<file path="src/rtl/video_pattern_gen.sv">
// Video test-pattern generator.
// Takes de/hsync/vsync from a timing generator and produces {r,g,b} pixels.
// The syncs come out with the same one-cycle latency as the pixels.
// Mode and solid colour are latched on the vsync rising edge, so a frame
// never changes pattern partway through.
module video_pattern_gen #(
  parameter int BPC         = 8,
  parameter int H_ACTIVE    = 1920,
  parameter int CHECK_SHIFT = 5,
  parameter int GRID_SHIFT  = 6
) (
  input  logic             clk,
  input  logic             rst,
  input  logic             de,
  input  logic             hsync,
  input  logic             vsync,
  input  logic [2:0]       mode,
  input  logic [3*BPC-1:0] solid_color,
  output logic [3*BPC-1:0] data_o,
  output logic             de_o,
  output logic             hsync_o,
  output logic             vsync_o
);

  localparam int W     = 3 * BPC;
  localparam int BAR_W = H_ACTIVE / 8;

  logic           de_d, vsync_d, hsync_d;
  logic           vs_rise, de_fall;
  logic [15:0]    x, y;
  logic [BPC-1:0] frame;
  logic [2:0]     mode_r;
  logic [W-1:0]   color_r;
  logic [W-1:0]   pixel;
  logic [W-1:0]   data_r;
  logic [15:0]    bar_q;
  logic [2:0]     bar_idx;
  logic [BPC-1:0] sum_r, sum_g, sum_b;

  assign vs_rise = vsync & ~vsync_d;
  assign de_fall = de_d & ~de;

  // Delayed copies of the timing inputs; these double as the sync outputs.
  always_ff @(posedge clk or posedge rst) begin
    if (rst) begin
      de_d    <= 1'b0;
      vsync_d <= 1'b0;
      hsync_d <= 1'b0;
    end else begin
      de_d    <= de;
      vsync_d <= vsync;
      hsync_d <= hsync;
    end
  end

  // Pixel position and frame counters. A vsync clear takes priority over a line step.
  always_ff @(posedge clk or posedge rst) begin
    if (rst) begin
      x     <= '0;
      y     <= '0;
      frame <= '0;
    end else begin
      x <= de ? x + 16'd1 : 16'd0;
      if (vs_rise)      y <= '0;
      else if (de_fall) y <= y + 16'd1;
      if (vs_rise) frame <= frame + 1'b1;
    end
  end

  // Latch the configuration only at frame start, so frames never tear.
  always_ff @(posedge clk or posedge rst) begin
    if (rst) begin
      mode_r  <= '0;
      color_r <= '0;
    end else if (vs_rise) begin
      mode_r  <= mode;
      color_r <= solid_color;
    end
  end

  // Bar index saturates at 7 (black) for columns beyond the active width.
  assign bar_q   = x / 16'(BAR_W);
  assign bar_idx = (bar_q > 16'd7) ? 3'd7 : bar_q[2:0];

  assign sum_r = x[BPC-1:0] + frame;
  assign sum_g = y[BPC-1:0] + frame;
  assign sum_b = x[BPC-1:0] + y[BPC-1:0];

  // Pattern selection from the pre-update counter and latch values.
  always_comb begin
    pixel = '0;
    case (mode_r)
      3'd0: pixel = color_r;
      // Bar order white,yellow,cyan,green,magenta,red,blue,black maps to
      // r = ~idx[1], g = ~idx[2], b = ~idx[0].
      3'd1: pixel = {{BPC{~bar_idx[1]}}, {BPC{~bar_idx[2]}}, {BPC{~bar_idx[0]}}};
      3'd2: pixel = {3{x[BPC-1:0]}};
      3'd3: if (x[CHECK_SHIFT] ^ y[CHECK_SHIFT]) pixel = '1;
      3'd4: pixel = {sum_r, sum_g, sum_b};
      3'd5: if (x[GRID_SHIFT-1:0] == '0 || y[GRID_SHIFT-1:0] == '0) pixel = '1;
      default: pixel = '0;
    endcase
  end

  // Output pixel register. Blanking forces black.
  always_ff @(posedge clk or posedge rst) begin
    if (rst) data_r <= '0;
    else     data_r <= de ? pixel : '0;
  end

  assign data_o  = data_r;
  assign de_o    = de_d;
  assign hsync_o = hsync_d;
  assign vsync_o = vsync_d;

endmodule

</file>
<file path="config.mk">
export PLATFORM = sky130hd
export DESIGN_NAME = video_pattern_gen
export DESIGN_NICKNAME = d
export VERILOG_FILES = /design/src/rtl/video_pattern_gen.sv
export SDC_FILE = /design/constraint.sdc
export NUM_CORES = 1
export LEC_CHECK = 0
export ABC_AREA = 1
export ABC_CLOCK_PERIOD_IN_PS = 3700
export CORE_MARGIN = 3
export CORE_UTILIZATION = 45
export CTS_CLUSTER_DIAMETER = 50
export DETAILED_ROUTE_END_ITERATION = 8
export PLACE_DENSITY = 0.71
export SLEW_MARGIN = 20
export SYNTH_ARGS = -nofsm -noshare
export SYNTH_HDL_FRONTEND = slang
export SYNTH_SLANG_ARGS = --single-unit
</file>
<file path="constraint.sdc">
create_clock -name clk -period 3.7 [get_ports clk]
set_input_delay 0.555 -clock clk [delete_from_list [all_inputs] [get_ports clk]]
set_output_delay 0.555 -clock clk [all_outputs]
set_load 0.03 [all_outputs]
</file>
==> impl_metrics.py <==
metrics = {
    "worst_setup_path": {
        "cpPeakStageDelay_ns": 0.43,
        "endpoint_kind": "flip-flop",
        "worst-path-buf-inv": 2,
        "cp_slowest_cell": "dfrtp_2",
        "worst_ep_required_time_ns": 3.96,
        "cp-start-kind": "flip-flop",
        "worstPathArrival_ns": 3.91,
        "cp_top_family": "simple AND/OR/NAND/NOR gates",
        "crit_type": "reg2reg",
        "cp_max_fo": 8,
    },
    "sta": {
        "rsz0062_at_grt": "yes",
        "slew_headroom": 0.473,
        "setup_viol": 0,
        "period_share": 0.985,
        "finalHoldViolCount": 0,
        "worst_pin_slew_ns": 0.790,
        "drv_slew": 0,
        "final.setup_skew_ns": 0.00761,
        "fin_setup_tns_ns": 0,
        "final.min_clock_period_ns": 3.65,
        "fmax_ghz": 0.274,
    },
    "clock_network": {
        "cts_made_buffers": 9,
        "clock-sinks": 86,
        "cts_tree": "done",
        "clockBufferDepth": 2,
        "cts_max_level": 3,
        "root_buffer": "clkbuf_16",
        "clk_pin_slew_ns": 0.06,
        "insertion_delay_ns": 0.34,
    },
    "die": {
        "die_y_um": 115,
        "num_rows": 39,
        "die_w_um": 115,
        "core_um2": 11500,
        "dieArea_um2": 13100,
        "io_pins": 59,
        "initial_core_util": 0.462,
    },
    "grt": {
        "antenna_found_initial": 0,
        "grt_pass1_vias": 4618,
        "grt_pass1_wl_um": 22600,
        "grt_overflow": 0,
        "grt_max_degree": 38,
        "grt_usage": 0.216,
    },
    "finish": {
        "layout.nets": 814,
        "drive_gt1_frac": 0.164,
        "syn_to_final_growth_pct": 27.0,
        "num-fill-cells": 1009,
        "diodes": 0,
        "fin_cells": 901,
    },
    "synth": {
        "yosys_warnings": 0,
        "synthArstFlopShare": 1.00,
        "syn_nets": 741,
        "synth_ff_type": "dfrtp_1",
        "synth.distinct_cells": 47,
        "synth.top_cells.by_area": "dfrtp_1, nand2_1, ha_1",
        "syn-mean-instance-area_um2": 7.79,
        "synth_edf_count": 0,
        "synth_area_leader_cell": "dfrtp_1",
        "ys_seq_area_frac": 0.406,
        "postSynthCellCount": 680,
        "synth_area_um2": 5300,
        "yosys.area.top_type_share": 0.406,
        "ys_ff_latch": 86,
    },
    "worst_hold_path": {
        "hold_class": "reg2reg",
    },
    "route": {
        "drt-total-wl_um": 13900,
        "vias": 4857,
        "drc": 0,
        "dr.first_iter.drc_count": 399,
        "ant_nets": 0,
        "avgRoutedWirePerCell_um": 15.4,
        "dr.pass1.iters": 5,
        "via_per_inst": 5.39,
    },
    "power_and_ir_drop": {
        "p_total_mw": 2.83,
        "ir_drop_mv": 0.357,
        "p_per_area_nw_per_um2": 420,
        "p_leak_nw": 3.26,
    },
    "job": {
        "max_cap_viol_count": 0,
    },
    "placement": {
        "io_buffer_count": 58,
        "numPlacedInstances": 873,
        "place_congestion": 0.946,
        "dp_hpwl_um": 9980,
    },
    "outcome": {
        "status": "finished clean",
    },
}
[logic make-up after synthesis]
logic type | after synthesis | share of synthesized area
compound gates | 133 | 0.163
xor+xnor | 16 | 0.0264
fa+ha+maj | 29 | 0.0727
buf+inv | 98 | 0.0699
flops | 86 | 0.406
simple gates | 318 | 0.262
[layout by cell type, fill, tap and decap left out, drive strengths merged, types with 10 or more instances in the layout]
cell	n
clkdlybuf4s50	58
a21oi	51
nor3	12
xor2	12
buf	21
o21ai	39
dfrtp	86
nand2	194
a221oi	10
inv	79
clkbuf	13
ha	26
nor2	66
nand3	30
a31oi	13
[per-layer routing]
layer | global-route usage | vias up | share of wire
met5 | 0 | - | 0
met4 | 0.0625 | 0 | 0.018
met3 | 0.0386 | 23 | 0.047
met2 | 0.338 | 147 | 0.47
met1 | 0.306 | 2291 | 0.47
li1 | - | 2396 | -
[area by class of cell]
class,count,area [µm²],area share
sequential,86,2160,0.321
multi-input combinational,496,3030,0.450
timing repair buffer,79,754,0.112
clock buffer,13,260,0.0387
tap,143,179,0.0266
inverter,81,307,0.0455
clock inverter,3,42.5,0.00632
[metrics by stage]
stage | hold slack, ns | setup WS (ns) | util | cell area, µm²
finish | 0.481 | 0.0545 | 0.587 | 6730
global route | 0.503 | -0.200 | 0.587 | 6730
CTS | 0.479 | 0.0216 | 0.555 | 6370
detailed placement | 0.465 | 0.0346 | 0.529 | 6070
global placement | 0.465 | 0.222 | 0.529 | 6070
floorplan | 0.442 | 0.425 | - | 5300
[timing repair]
| item | 4_1_cts | 5_1_grt |
|---|---|---|
| gates resized for setup | 0 | 66 |
| setup endpoints to repair | 0 | 24 |
| setup buffers | 0 | 12 |
| hold buffers | 0 | 0 |
[synth_stat cells (all sizes together), types with 3 or more instances]
cell type and instances:
nand3 30, clkbuf 14, fa 3, nor2 66
o21bai 5, a221oi 10, buf 3, a31oi 13
a211oi 8, ha 26, nor4 3, nand2 194
o21ai 39, dfrtp 86, nand4 8, inv 80
nor3 12, xnor2 4, a21oi 51, xor2 12
[power breakdown]
group | internal (mW) | switching, mW
Clock | 0.559 | 0.352
Sequential | 1.06 | 0.133
Combinational | 0.302 | 0.421
[worst paths after layout]
kind	startpoint	depth (start not counted)	slack (ns)	to
worst max-delay path	x[14]	27	0.05	data_o[2]
worst min-delay path	color_r[14]	2	0.48	color_r[14]
worst max register to register	x[14]	27	0.05	data_o[2]
worst min register to register	color_r[14]	2	0.48	color_r[14]
max in group asynchronous	rst	3	2.34	x[11]
min in group asynchronous	rst	2	0.55	color_r[18]
[sequential cells by signal (all words and copies together) (netlist names), 3 cells and up]
signal and flops:
color_r 24, data_o 24, frame 8, mode_r 3, x 16, y 8
[worst register-to-register path, delay by kind of cell (launching register included)]
kind	cells	cell delay (ns)
AOI/OAI and AO/OA	7	1.15
buffers and inverters	2	0.19
DFF	1	0.43
and+or+nand+nor	18	1.81
No activity file was read; power rests on OpenSTA's default activity.
